**config.mk**
```make
export PLATFORM = sky130hd
export DESIGN_NAME = data_minmax_tracker_flat
export DESIGN_NICKNAME = d
export VERILOG_FILES = /design/src/rtl/data_minmax_tracker_if.sv /design/src/rtl/data_minmax_tracker.sv /design/src/flat_wrapper.sv
export SDC_FILE = /design/constraint.sdc
export NUM_CORES = 1
export LEC_CHECK = 0
export BUFFER_PORTS_ARGS = -buffer_cell sky130_fd_sc_hd__buf_2
export CAP_MARGIN = 20
export CORE_ASPECT_RATIO = 0.8
export CORE_MARGIN = 3
export CORE_UTILIZATION = 50
export DETAILED_ROUTE_END_ITERATION = 8
export HOLD_SLACK_MARGIN = 0.15
export PLACE_DENSITY = 0.78
export SLEW_MARGIN = 20
export SYNTH_ARGS = -nofsm -noshare
export SYNTH_HDL_FRONTEND = slang
export SYNTH_SLANG_ARGS = --single-unit
```
**constraint.sdc**
```tcl
create_clock -name iClk -period 1.69 [get_ports iClk]
set_input_delay 0.2535 -clock iClk [delete_from_list [all_inputs] [get_ports iClk]]
set_output_delay 0.2535 -clock iClk [all_outputs]
set_load 0.02 [all_outputs]
```
**src/rtl/data_minmax_tracker_if.sv**
```systemverilog
// Sample stream and frame-summary bundle for data_minmax_tracker.
// The index outputs exist only when MINMAX_INDEX_EN is defined.
interface data_minmax_tracker_if #(
  parameter int unsigned COUNT_W = 8
);
  logic               iValid;
  logic               oReady;
  logic [7:0]         iData;
  logic               iLast;
  logic [2:0]         oCmp;
  logic [7:0]         oMax;
  logic [7:0]         oMin;
  logic [COUNT_W-1:0] oCount;
  logic               oOvf;
  logic               oDone;
  logic               iAck;
`ifdef MINMAX_INDEX_EN
  logic [COUNT_W-1:0] oMaxIdx;
  logic [COUNT_W-1:0] oMinIdx;
`endif

  modport master (
    output iValid, iData, iLast, iAck,
    input  oReady, oCmp, oMax, oMin, oCount, oOvf, oDone
`ifdef MINMAX_INDEX_EN
    , input oMaxIdx, oMinIdx
`endif
  );

  modport slave (
    input  iValid, iData, iLast, iAck,
    output oReady, oCmp, oMax, oMin, oCount, oOvf, oDone
`ifdef MINMAX_INDEX_EN
    , output oMaxIdx, oMinIdx
`endif
  );
endinterface

```
**src/rtl/data_minmax_tracker.sv**
```systemverilog
// Per-frame max/min/count tracker with per-sample magnitude code and held summary.
// Define MINMAX_INDEX_EN to add first-occurrence positions of max and min.
module data_minmax_tracker #(
  parameter int unsigned COUNT_W = 8
) (
  input logic                 iClk,
  input logic                 iRst_n,
  data_minmax_tracker_if.slave bus
);

  typedef enum logic [1:0] {StIdle, StAccum, StReport} state_e;

  localparam logic [COUNT_W-1:0] CntMax = '1;

  state_e             r_state, w_state_next;
  logic [7:0]         r_max, w_max_next;
  logic [7:0]         r_min, w_min_next;
  logic [7:0]         r_prev, w_prev_next;
  logic [COUNT_W-1:0] r_count, w_count_next;
  logic               r_ovf, w_ovf_next;
  logic [2:0]         r_cmp, w_cmp_next;
  logic               w_accept;
  logic [2:0]         w_cmp;
`ifdef MINMAX_INDEX_EN
  logic [COUNT_W-1:0] r_max_idx, w_max_idx_next;
  logic [COUNT_W-1:0] r_min_idx, w_min_idx_next;
`endif

  // oReady is held low while reset is asserted.
  assign bus.oReady = iRst_n && (r_state != StReport);
  assign bus.oDone  = (r_state == StReport);
  assign w_accept   = bus.iValid && bus.oReady;

  assign w_cmp = (bus.iData > r_prev)  ? 3'b100 :
                 (bus.iData == r_prev) ? 3'b010 : 3'b001;

  always_comb begin
    w_state_next = r_state;
    w_max_next   = r_max;
    w_min_next   = r_min;
    w_prev_next  = r_prev;
    w_count_next = r_count;
    w_ovf_next   = r_ovf;
    w_cmp_next   = r_cmp;
`ifdef MINMAX_INDEX_EN
    w_max_idx_next = r_max_idx;
    w_min_idx_next = r_min_idx;
`endif
    unique case (r_state)
      StIdle: begin
        if (w_accept) begin
          w_max_next   = bus.iData;
          w_min_next   = bus.iData;
          w_prev_next  = bus.iData;
          w_count_next = {{(COUNT_W-1){1'b0}}, 1'b1};
          w_ovf_next   = 1'b0;
          w_cmp_next   = 3'b000;
`ifdef MINMAX_INDEX_EN
          w_max_idx_next = '0;
          w_min_idx_next = '0;
`endif
          w_state_next = bus.iLast ? StReport : StAccum;
        end
      end
      StAccum: begin
        if (w_accept) begin
          w_prev_next = bus.iData;
          w_cmp_next  = w_cmp;
          if (bus.iData > r_max) begin
            w_max_next = bus.iData;
`ifdef MINMAX_INDEX_EN
            w_max_idx_next = r_count;  // old count is this beat's zero-based position
`endif
          end
          if (bus.iData < r_min) begin
            w_min_next = bus.iData;
`ifdef MINMAX_INDEX_EN
            w_min_idx_next = r_count;
`endif
          end
          if (r_count == CntMax) w_ovf_next = 1'b1;
          else                   w_count_next = r_count + 1'b1;
          if (bus.iLast) w_state_next = StReport;
        end
      end
      StReport: begin
        if (bus.iAck) w_state_next = StIdle;
      end
      default: w_state_next = StIdle;
    endcase
  end

  always_ff @(posedge iClk or negedge iRst_n) begin
    if (!iRst_n) begin
      r_state <= StIdle;
      r_max   <= '0;
      r_min   <= '0;
      r_prev  <= '0;
      r_count <= '0;
      r_ovf   <= 1'b0;
      r_cmp   <= 3'b000;
`ifdef MINMAX_INDEX_EN
      r_max_idx <= '0;
      r_min_idx <= '0;
`endif
    end else begin
      r_state <= w_state_next;
      r_max   <= w_max_next;
      r_min   <= w_min_next;
      r_prev  <= w_prev_next;
      r_count <= w_count_next;
      r_ovf   <= w_ovf_next;
      r_cmp   <= w_cmp_next;
`ifdef MINMAX_INDEX_EN
      r_max_idx <= w_max_idx_next;
      r_min_idx <= w_min_idx_next;
`endif
    end
  end

  assign bus.oMax   = r_max;
  assign bus.oMin   = r_min;
  assign bus.oCount = r_count;
  assign bus.oOvf   = r_ovf;
  assign bus.oCmp   = r_cmp;
`ifdef MINMAX_INDEX_EN
  assign bus.oMaxIdx = r_max_idx;
  assign bus.oMinIdx = r_min_idx;
`endif

endmodule

```
**src/flat_wrapper.sv**
```systemverilog
// flat-port wrapper written by rule: the top's interface ports become plain ports
module data_minmax_tracker_flat 
#(
  parameter int unsigned COUNT_W = 8
)
  (iClk, iRst_n, bus_iValid, bus_iData, bus_iLast, bus_iAck, bus_oReady, bus_oCmp, bus_oMax, bus_oMin, bus_oCount, bus_oOvf, bus_oDone);
  data_minmax_tracker_if #(.COUNT_W(COUNT_W)) bus_i ();
  input logic iClk;
  input logic iRst_n;
  input wire logic [$bits(bus_i.iValid)-1:0] bus_iValid;
  input wire logic [$bits(bus_i.iData)-1:0] bus_iData;
  input wire logic [$bits(bus_i.iLast)-1:0] bus_iLast;
  input wire logic [$bits(bus_i.iAck)-1:0] bus_iAck;
  output wire logic [$bits(bus_i.oReady)-1:0] bus_oReady;
  output wire logic [$bits(bus_i.oCmp)-1:0] bus_oCmp;
  output wire logic [$bits(bus_i.oMax)-1:0] bus_oMax;
  output wire logic [$bits(bus_i.oMin)-1:0] bus_oMin;
  output wire logic [$bits(bus_i.oCount)-1:0] bus_oCount;
  output wire logic [$bits(bus_i.oOvf)-1:0] bus_oOvf;
  output wire logic [$bits(bus_i.oDone)-1:0] bus_oDone;
  assign bus_i.iValid = bus_iValid;
  assign bus_i.iData = bus_iData;
  assign bus_i.iLast = bus_iLast;
  assign bus_i.iAck = bus_iAck;
  assign bus_oReady = bus_i.oReady;
  assign bus_oCmp = bus_i.oCmp;
  assign bus_oMax = bus_i.oMax;
  assign bus_oMin = bus_i.oMin;
  assign bus_oCount = bus_i.oCount;
  assign bus_oOvf = bus_i.oOvf;
  assign bus_oDone = bus_i.oDone;
  data_minmax_tracker #(.COUNT_W(COUNT_W)) u_core (.iClk(iClk), .iRst_n(iRst_n), .bus(bus_i));
endmodule
```
Yosys cells after proc, flatten, opt, wreduce, memory -nomap -nowiden. Cells that the tools add are included. W data, S select, Z words.

Reductions and logical operators: 12. Bitwise gates (word level): 0. Multiply operators: 0. Div/mod/pow operators: 0. Equality and inequality tests: 13. Mux-type cells: 26. Add/subtract/negate cells: 1. Shift-type cells: 0. $lt $le $gt $ge: 3.

Operators by type and width (number): $mux W8 (8); $pmux W8 S2 (3); $reduce_and A4 Y1 (5); $gt A8 B8 Y1 (2); $mux W2 (6); $ne A2 B1 Y1 const B (5); $mux W3 (3); $add A8 B1 Y8 const B (1); $eq A8 B8 Y1 (1); $eq A8 B8 Y1 const B (1); $lt A8 B8 Y1 (1); $ne A2 B2 Y1 const B (4); $pmux W2 S3 (1); $pmux W3 S2 (1); $mux W1 (3); $reduce_and A3 Y1 (1); $eq A2 B1 Y1 const B (1); $eq A2 B2 Y1 const B (1); $logic_and A1 B1 Y1 (2); $logic_not A2 Y1 (1); $pmux W1 S2 (1); $reduce_and A2 Y1 (1); $reduce_bool A2 Y1 (1); $reduce_or A2 Y1 (1).

Logic and storage cells: 62. Bits in writable memories: 0. Bits in read-only memories: 0. Bits in latches: 0. Output and inout bits: 30. Memories kept: 0. Input bits: 13. Flip-flop bits (word level): 38.

Logic depth before layout (Yosys ltp). Gate-level depths: netlist of run 1.

Depth after elaboration: 5. Depth in mapped cells: 7. Mapped depth without buffers: 7.

Worst setup path after synthesis of run 1. No wires, ideal clock.

Kind: flip-flop to flip-flop. From: reg u_core.r_max[7] (netlist: u_core.bus.oMax[7]). To: reg u_core.r_max[0] (netlist: u_core.bus.oMax[0]). Stages on the path, launching flop included: 8. Period minus slack after synthesis: 2.007 ns. Arrival time: 1.882 ns. Data required time: 1.565 ns. Path slack: -0.317 ns. Buffers on the path: 0. Setup time: 0.125 ns. Path through: dfrtp_1 > inv_1 > ha_1 > nand4_1 > o21ai_2 > a21oi_2 > a211oi_4 > mux2_2.

Longest elaborated chain between the ends: 3.

Ends and longest elaborated chain: start, declared (line data_minmax_tracker.sv:16) `logic [7:0] r_max, w_max_next;`; start signal, assigned (line data_minmax_tracker.sv:108) `r_max <= w_max_next;`; $gt A8 B8 Y1 (line data_minmax_tracker.sv:69) `if (bus.iData > r_max) begin`; $ne A2 B1 Y1 (no source line); $reduce_and A4 Y1 (no source line).

No other way between the ends. A chain may end at the register's enable or synchronous reset.

Worst setup path after layout of run 1.
From: reg u_core.r_max[6] (netlist: u_core.bus.oMax[6]). To: reg u_core.r_max[7] (netlist: u_core.bus.oMax[7]).

Same word-level chain as after synthesis.

==> impl_metrics.csv, run 1 <==
group,metric,value,unit
grt,grt_util_all_layers,24.5,%
worst_setup_path,arrival,2170,ps
run_status,outcome,"complete, but fails checks",
power_and_ir_drop,power_density,1470,nW/um^2
worst_setup_path,cp_slowest_stage_delay,360,ps
drt,viasPerCell,5.52,
run_status,violations,"setup timing",
grt,grt_max_degree,28,
power_and_ir_drop,power.leakage,0.00162,uW
clock_network,clk_pin_slew,80,ps
clock_network,clock_latency,300,ps
final_layout,area_delta_synth_final,45.4,%
sta,hold_viol,0,
logic_synthesis,yosysTopAreaCell,"dfrtp_1",
sta,relSlewSlack,74.7,%
logic_synthesis,ys_async_sr_fraction,100,%
sta,max_clock_freq,505,MHz
worst_setup_path,crit_chain,"inv_1 > ha_1 > nand4_1 > o21ai_2 > a21oi_2 > a211oi_4 > buf_6 > mux2_4",
grt,grt_pass1_wl,9760,um
power_and_ir_drop,power,4700,uW
final_layout,n_antenna_cell,0,
sta,fin_crit,1980,ps
final_layout,fin_area,3190,um^2
sta,tns,-3630,ps
place,port_buffers,42,
grt,grt_overflow_total,0,
floorplanning,dieArea,5220,um^2
clock_network,cts_root_buf,"clkbuf_8",
place,dp_hpwl,3970,um
logic_synthesis,syn_inst,207,
floorplanning,die-height,65.3,um
worst_setup_path,cpMaxStageDelayCell,"dfrtp_1",
floorplanning,chipWidth,80.1,um
drt,routed_wl,6340,um
drt,first_pass_iters,4,
drt,dr_total_vias,1953,
final_layout,fin_util,79.7,%
job,drv_cap,0,
logic_synthesis,yosys-top-cells-area,"dfrtp_1 (43%), ha_1 (14%), mux2_2 (8.2%), inv_1 (4.4%), o21ai_0 (2.7%)",
worst_setup_path,required,1880,ps
place,gp_congestion,0.855,
worst_setup_path,crit_family,"compound AO/OA/AOI/OAI gates",
logic_synthesis,ys_ff_latch,38,
place,placed_area,2800,um^2
drt,drc_errors,0,
logic_synthesis,synth_flop_cell,"dfrtp_1",
floorplanning,coreArea,4000,um^2
final_layout,drive_gt1_share,50.8,%
drt,wl_per_cell,17.9,um
drt,drt_iter0_markers,157,
sta,fin_crit_sh,117,%
clock_network,cts_made_buffers,5,
logic_synthesis,ys_seq_area_share,43.3,%
power_and_ir_drop,peakVddDrop,1220,uV
logic_synthesis,synth.top_cell.area_share,43.3,%
sta,worst_slew_pin_slew,375,ps
logic_synthesis,syn_area,2190,um^2
clock_network,htree_num_levels,2,
worst_setup_path,critPathCaptureType,"flop",
logic_synthesis,syn_avg_cell_area,10.6,um^2
floorplanning,ios,43,
sta,slew_viol_final,0,
logic_synthesis,yosysWarnings,0,
logic_synthesis,yosysUniqueCellTypes,42,
worst_setup_path,crit_buf_inv,2,
grt,antenna_found_initial,0,
drt,final_antenna_net_count,0,
floorplanning,rows,20,
final_layout,instances_no_fill,354,
sta,finalSetupViolCount,16,
final_layout,fin_nets,335,
logic_synthesis,synth_edf_count,0,
grt,grt_pass1_vias,1987,
sta,rsz0062_at_grt,"yes",
sta,setup_slack,-288,ps
clock_network,clock-sinks,38,
floorplanning,start_util,54.8,%
logic_synthesis,syn-num-nets,244,
worst_setup_path,worstSetupStartpointType,"flop",
hold_path,hp-class,"primary input to flop",
sta,finClkSkew,10.3,ps
clock_network,clk_path_buf_depth,2,
worst_setup_path,path_class,"flop to flop",
place,dp.cells,341,
worst_setup_path,critPathMaxFanout,5,
clock_network,cts_tree,"built",
-- worst paths after layout --
kind	from	end	slack, ps	depth (start not counted)
hold / removal	bus_iAck	u_core.r_state[1]	150	2
max in group asynchronous	iRst_n	u_core.bus.oCount[1]	990	3
hold reg to reg	u_core.bus.oCmp[1]	u_core.bus.oCmp[1]	510	2
setup reg to reg	u_core.bus.oMax[6]	u_core.bus.oMax[7]	-290	8
setup / recovery	u_core.bus.oMax[6]	u_core.bus.oMax[7]	-290	8
min in group asynchronous	iRst_n	u_core.bus.oMax[5]	300	3
-- routing by layer --
metal  global-route usage, %  up-vias  routed length, um
met5                       0        -                  0
met4                    8.65        0                 78
met3                    4.25        8                355
met2                    39.7       79               3100
met1                    33.0      969               2810
li1                        -      897                  -
-- cell families after synthesis --
logic type | synth area share (%)
AOI/OAI and AO/OA | 13.4
xor gates and xnor gates | 2.79
adders and majority gates | 13.7
buffers and inverters | 5.81
DFF | 43.3
muxes | 8.21
and+or+nand+nor | 12.8
-- flip-flops by register name, indices dropped and copies added, names as in the netlist --
register and count:
u_core.bus.oCmp 3, u_core.bus.oCount 8, u_core.bus.oMax 8, u_core.bus.oMin 8
u_core.bus.oOvf 1, u_core.r_prev 8, u_core.r_state 2
-- placed cells by master (no fill, tap or decap), types with 2 or more instances in the layout --
master and count:
ha_4 8, a21o_1 2, o21ai_0 11, nand3_1 5, ha_1 16, inv_1 21, nor2_1 13, buf_6 5
inv_2 5, mux2_4 16, xnor2_1 3, nand4_1 4, nor3_1 2, a21oi_1 9, o21ai_2 2, xor2_1 4
clkbuf_8 6, bufinv_16 2, a21oi_2 3, nand2_1 16, dfrtp_1 28, buf_4 39, dfrtp_2 10, buf_2 42
-- Yosys cell counts (2+ instances only) --
cell type	instances
mux2_2	16
nand2_1	16
a21o_1	2
nor2_1	13
ha_1	24
nand3_1	6
a21oi_1	11
and3_1	2
xnor2_1	3
nor3_1	3
dfrtp_1	38
inv_1	26
o21ai_0	12
nand4_1	4
xor2_1	4
-- what timing repair did --
action	CTS	global route
setup endpoints to repair	17	26
buffers inserted	2	3
resized for setup	33	10
pin swaps	13	6
hold buffers	1	0
gates cloned	0	0
endpoints found under the hold margin	38	0
-- layout make-up --
type	instances	area, um^2
clock buffer	6	82.6
clock inverter	2	60.1
fill	236	812
inverter	26	97.6
multi-input combinational	139	1330
sequential	38	963
tap	55	68.8
timing repair buffer	88	592
-- power breakdown --
part | total [uW] | switching [uW] | internal [uW]
Clock | 983 | 353 | 630
Combinational | 2360 | 1200 | 1160
Sequential | 1350 | 176 | 1180
Total | 4700 | 1730 | 2970
-- stage by stage --
| stage | setup WS, ps | hold WS, ps |
|---|---|---|
| 6_report | -288 | 154 |
| 5_1_grt | -375 | 171 |
| 4_1_cts | -223 | 158 |
| 3_5_place_dp | -406 | 307 |
| 3_3_place_gp | -305 | 302 |
| 2_1_floorplan | -249 | -42.1 |
(Power assumes the default switching activity.)
==> run 2, diff against run 1 <==
--- a/config.mk
+++ b/config.mk
@@ -8,11 +8,10 @@
 export BUFFER_PORTS_ARGS = -buffer_cell sky130_fd_sc_hd__buf_2
 export CAP_MARGIN = 20
 export CORE_ASPECT_RATIO = 0.8
-export CORE_MARGIN = 3
-export CORE_UTILIZATION = 50
+export CORE_UTILIZATION = 35
 export DETAILED_ROUTE_END_ITERATION = 8
 export HOLD_SLACK_MARGIN = 0.15
-export PLACE_DENSITY = 0.78
+export PLACE_DENSITY = 0.59
 export SLEW_MARGIN = 20
 export SYNTH_ARGS = -nofsm -noshare
 export SYNTH_HDL_FRONTEND = slang
==> impl_metrics.csv, run 2 (same netlist as run 1, synthesis figures left out) <==
group,metric,value,unit
drt,final_antenna_net_count,0,
run_status,outcome,"complete, but fails checks",
worst_setup_path,path_class,"flop to flop",
sta,setup_slack,-235,ps
final_layout,drive_gt1_share,50.0,%
sta,max_clock_freq,519,MHz
clock_network,clock-sinks,38,
place,placed_area,2830,um^2
sta,finClkSkew,16.8,ps
sta,rsz0062_at_grt,"yes",
grt,grt_pass1_wl,9200,um
floorplanning,ios,43,
power_and_ir_drop,peakVddDrop,759,uV
floorplanning,start_util,36.7,%
grt,grt_overflow_total,0,
place,dp_hpwl,3920,um
place,gp_congestion,0.789,
place,pre_cts_ws,-389,ps
grt,antenna_found_initial,0,
final_layout,most-common-layout-cells,"buf_4 (46), buf_2 (42), dfrtp_1 (28), inv_1 (22)",
floorplanning,coreArea,5970,um^2
clock_network,htree_num_levels,2,
power_and_ir_drop,power_density,1330,nW/um^2
worst_setup_path,required,1860,ps
clock_network,cts_tree,"built",
floorplanning,die-height,72.8,um
worst_setup_path,worstSetupStartpointType,"flop",
grt,grt_util_all_layers,17.8,%
hold_path,hp-class,"primary input to flop",
final_layout,n_antenna_cell,0,
worst_setup_path,critPathCaptureType,"flop",
sta,slew_viol_final,0,
drt,dr_total_vias,1812,
clock_network,clk_path_buf_depth,2,
drt,drt_iter0_markers,90,
floorplanning,rows,25,
drt,wl_per_cell,14.1,um
job,drv_cap,0,
run_status,violations,"setup timing",
clock_network,cts_root_buf,"clkbuf_8",
sta,finalSetupViolCount,16,
sta,fin_crit_sh,114,%
final_layout,fin_nets,340,
clock_network,clock_latency,290,ps
drt,viasPerCell,4.71,
final_layout,fin_area,3180,um^2
sta,hold_viol,0,
sta,hold_ws,165,ps
sta,worst_slew_pin_slew,458,ps
clock_network,clk_pin_slew,70,ps
final_layout,final_common_cell,"buf_4",
place,port_buffers,42,
drt,drc_errors,0,
grt,grt_pass1_vias,1840,
sta,relSlewSlack,69.5,%
power_and_ir_drop,power.leakage,0.00161,uW
worst_setup_path,critPathMaxFanout,3,
worst_setup_path,arrival,2090,ps
floorplanning,dieArea,6590,um^2
drt,routed_wl,5440,um
drt,first_pass_iters,4,
grt,grt_max_degree,35,
clock_network,cts_made_buffers,5,
final_layout,area_delta_synth_final,44.9,%
floorplanning,chipWidth,90.5,um
sta,fin_crit,1920,ps
[run 2: cell types whose count changed in the layout (fill, tap and decap cells not counted), sizes merged]
cell and change:
clkinv +2, buf +5, bufinv -2
[run 2: per-layer routing]
metal | wire length, um | global-route usage (%) | up-vias
met5 | 0 | 0 | -
met4 | 19 | 3.23 | 0
met3 | 196 | 4.06 | 2
met2 | 2470 | 27.8 | 30
met1 | 2750 | 25.4 | 870
li1 | - | - | 910
[run 2: layout make-up]
type	instances	area [um^2]
clock buffer	6	72.6
fill	553	2790
sequential	38	963
tap	81	101
timing repair buffer	93	613
clock inverter	2	10.0
multi-input combinational	139	1320
inverter	26	97.6
[run 2: worst paths after layout]
check                                     end          startpoint  slack (ps)  cells past startpoint
setup / recovery           u_core.bus.oMin[6]  u_core.bus.oMin[7]        -230                      8
hold / removal              u_core.r_state[1]            bus_iAck         170                      2
setup reg to reg           u_core.bus.oMin[6]  u_core.bus.oMin[7]        -230                      8
hold reg to reg            u_core.bus.oCmp[1]  u_core.bus.oCmp[1]         490                      2
max in group asynchronous  u_core.bus.oMin[6]              iRst_n         970                      3
min in group asynchronous   u_core.r_state[1]              iRst_n         220                      3
[run 2: stage by stage]
stage                     std cells  power [uW]  TNS [ps]  utilization, %
after floorplan                 207        2420     -3750               -
after global placement          368        3220     -4940            47.3
after detailed placement        368        3260     -5960            47.3
after CTS                       378        4110     -3570            51.2
after global routing            385        4560     -4770            53.2
final                           385        4240     -3340            53.2
[run 2: report_power, final]
| part | switching, uW | internal [uW] |
|---|---|---|
| registers | 159 | 1180 |
| clock network | 333 | 287 |
| logic | 1120 | 1160 |
| total | 1610 | 2630 |
[run 2: critical path: stages, from the launching register on]
cell     delay (ps)
dfrtp_2         370
inv_2            50
ha_4            250
nand4_1         130
nor3_2          190
o41ai_2         120
a31oi_4         250
buf_6           150
mux2_4          290
[run 2: what timing repair did]
action,4_1_cts,5_1_grt
hold buffers,1,0
hold endpoints to repair,38,0
gates resized for setup,26,12
endpoints found under the setup margin,16,24
buffers inserted,2,7
pin swaps,10,13
==> run 3, diff against run 2 <==
--- a/config.mk
+++ b/config.mk
@@ -5,6 +5,7 @@
 export SDC_FILE = /design/constraint.sdc
 export NUM_CORES = 1
 export LEC_CHECK = 0
+export ABC_AREA = 1
 export BUFFER_PORTS_ARGS = -buffer_cell sky130_fd_sc_hd__buf_2
 export CAP_MARGIN = 20
 export CORE_ASPECT_RATIO = 0.8
@@ -12,7 +13,6 @@
 export DETAILED_ROUTE_END_ITERATION = 8
 export HOLD_SLACK_MARGIN = 0.15
 export PLACE_DENSITY = 0.59
-export SLEW_MARGIN = 20
 export SYNTH_ARGS = -nofsm -noshare
 export SYNTH_HDL_FRONTEND = slang
 export SYNTH_SLANG_ARGS = --single-unit
==> impl_metrics.csv, run 3 <==
group,metric,value,unit
worst_setup_path,critPathCaptureType,"flop",
worst_setup_path,r2r_slack,30,ps
clock_network,htree_num_levels,2,
clock_network,clock_latency,290,ps
floorplanning,chipWidth,93.0,um
grt,grt_pass1_vias,1713,
power_and_ir_drop,power_density,1320,nW/um^2
final_layout,most-common-layout-cells,"nand2_1 (89), inv_1 (43), buf_2 (42), dfrtp_1 (38), nand3_1 (28)",
drt,wl_met3,169,um
drt,wl_per_cell,11.9,um
job,drv_cap,0,
worst_setup_path,critPathMaxFanout,8,
sta,setup_slack,28.2,ps
logic_synthesis,syn_inst,293,
drt,viasPerCell,4.58,
logic_synthesis,ys_seq_area_share,41.0,%
drt,drc_errors,0,
logic_synthesis,syn-num-nets,330,
worst_setup_path,crit_buf_inv,1,
grt,grt_pass1_wl,8210,um
logic_synthesis,synth_flop_cell,"dfrtp_1",
worst_setup_path,crit_family,"simple AND/OR/NAND/NOR gates",
final_layout,fin_nets,390,
grt,grt_overflow_total,0,
sta,hold_viol,0,
floorplanning,die-height,74.8,um
worst_setup_path,arrival,1840,ps
logic_synthesis,ys_ff_latch,38,
hold_path,hp-class,"primary input to flop",
logic_synthesis,yosys-top-cells-area,"dfrtp_1 (41%), nand2_1 (15%), ha_1 (13%), inv_1 (7.0%), nand3_1 (6.0%)",
drt,wl_met2,2310,um
final_layout,drive_gt1_share,22.9,%
worst_setup_path,crit_chain,"inv_1 > ha_1 > a21o_1 > nor2_1 > nand2_2 > nand2_4 > nand2_4 > nand2_1 > nand2_1",
sta,fin_crit,1660,ps
drt,top_layer,"met4",
worst_setup_path,required,1870,ps
clock_network,clock-sinks,38,
sta,hold_ws,175,ps
clock_network,cts_tree,"built",
logic_synthesis,syn_area,2320,um^2
sta,max_clock_freq,602,MHz
final_layout,final_common_cell,"nand2_1",
place,pre_cts_ws,71.5,ps
worst_setup_path,worstSetupStartpointType,"flop",
clock_network,clk_path_buf_depth,2,
grt,antenna_found_initial,0,
floorplanning,dieArea,6950,um^2
clock_network,clk_pin_slew,70,ps
power_and_ir_drop,power.leakage,0.00156,uW
logic_synthesis,yosysUniqueCellTypes,27,
logic_synthesis,ys_top_cells_by_count,"nand2_1 (90), inv_1 (43), dfrtp_1 (38), nand3_1 (28), ha_1 (24)",
drt,final_antenna_net_count,0,
grt,grt_util_all_layers,15.4,%
floorplanning,start_util,36.3,%
clock_network,cts_root_buf,"clkbuf_8",
place,dp_hpwl,3820,um
sta,finalSetupViolCount,0,
logic_synthesis,ys_async_sr_fraction,100,%
floorplanning,rows,26,
clock_network,cts_made_buffers,5,
sta,worst_slew_pin_slew,466,ps
drt,wl_met1,2670,um
logic_synthesis,synth.top_cell.area_share,41.0,%
logic_synthesis,synth_edf_count,0,
logic_synthesis,yosysMostFrequentCell,"nand2_1",
drt,dr_total_vias,2003,
place,port_buffers,42,
run_status,outcome,"finished clean",
logic_synthesis,yosysTopAreaCell,"dfrtp_1",
worst_setup_path,cp_slowest_stage_delay,390,ps
final_layout,n_antenna_cell,0,
worst_setup_path,path_class,"flop to flop",
sta,fin_crit_sh,98.3,%
sta,relSlewSlack,68.8,%
power_and_ir_drop,peakVddDrop,377,uV
final_layout,area_delta_synth_final,21.3,%
place,gp_congestion,0.737,
drt,drt_iter0_markers,122,
sta,slew_viol_final,0,
logic_synthesis,syn_avg_cell_area,7.91,um^2
grt,grt_max_degree,31,
sta,finClkSkew,6.22,ps
logic_synthesis,yosysWarnings,0,
drt,first_pass_iters,5,
drt,routed_wl,5220,um
floorplanning,coreArea,6380,um^2
worst_setup_path,cpMaxStageDelayCell,"dfrtp_1",
floorplanning,ios,43,
run 3: cell types whose count changed after synthesis, sizes merged, moves of 3 or more:
cell	change
o21ai	+5
nand3	+24
inv	+20
xnor2	-3
nand2	+79
mux2	-16
run 3: cell type report:
type,instances,area (um^2)
sequential,38,951
tap,84,105
timing repair buffer,55,314
fill,665,3560
clock buffer,7,76.3
multi-input combinational,205,1180
inverter,48,185
run 3: repair_timing:
item	CTS	global route
hold endpoints to repair	38	0
endpoints found under the setup margin	0	16
hold buffers	1	0
buffers inserted	0	7
gates resized for setup	0	5
run 3: where the power goes:
| part | internal (uW) | switching [uW] |
|---|---|---|
| Sequential | 1170 | 203 |
| Clock | 284 | 309 |
| Combinational | 650 | 1090 |
run 3: tightest hold or removal path, stage by stage:
cell and delay (ps):
buf_2 90, nand2_1 40, nand2_1 40
run 3: kinds of logic (layout without fill, tap and decap cells):
| logic type | Yosys count | in the layout | synth area share, % |
|---|---|---|---|
| compound gates | 33 | 33 | 8.21 |
| flops | 38 | 38 | 41.0 |
| xor+xnor | 2 | 2 | 0.756 |
| fa+ha+maj | 24 | 24 | 13.0 |
| buf+inv | 51 | 110 | 8.91 |
| simple gates | 145 | 146 | 28.1 |
run 3: per-stage QoR:
stage          power (uW)  utilization [%]  setup TNS (ps)  cells  area (um^2)
2_1_floorplan        2500                -               0    293         2320
3_3_place_gp         2990             41.5               0    421         2650
3_5_place_dp         3030             41.5               0    421         2650
4_1_cts              3630             42.9               0    429         2740
5_1_grt              4050             44.1            -526    437         2810
6_report             3700             44.1               0    437         2810
run 3: final timing paths:
| kind | cells after the start | startpoint | to |
|---|---|---|---|
| hold reg to reg | 2 | u_core.bus.oCmp[2] | u_core.bus.oCmp[2] |
| min in group asynchronous | 3 | iRst_n | u_core.bus.oMin[5] |
| setup / recovery | 9 | u_core.bus.oMax[7] | u_core.bus.oMax[7] |
| setup reg to reg | 9 | u_core.bus.oMax[7] | u_core.bus.oMax[7] |
| hold / removal | 3 | bus_iLast | u_core.r_state[1] |
| max in group asynchronous | 3 | iRst_n | u_core.bus.oCount[0] |
run 3: routing by layer:
metal | GRT usage [%] | vias to the layer above
met5 | 0 | -
li1 | - | 1051
met4 | 6.15 | 0
met2 | 23.0 | 29
met3 | 2.42 | 7
met1 | 22.4 | 916
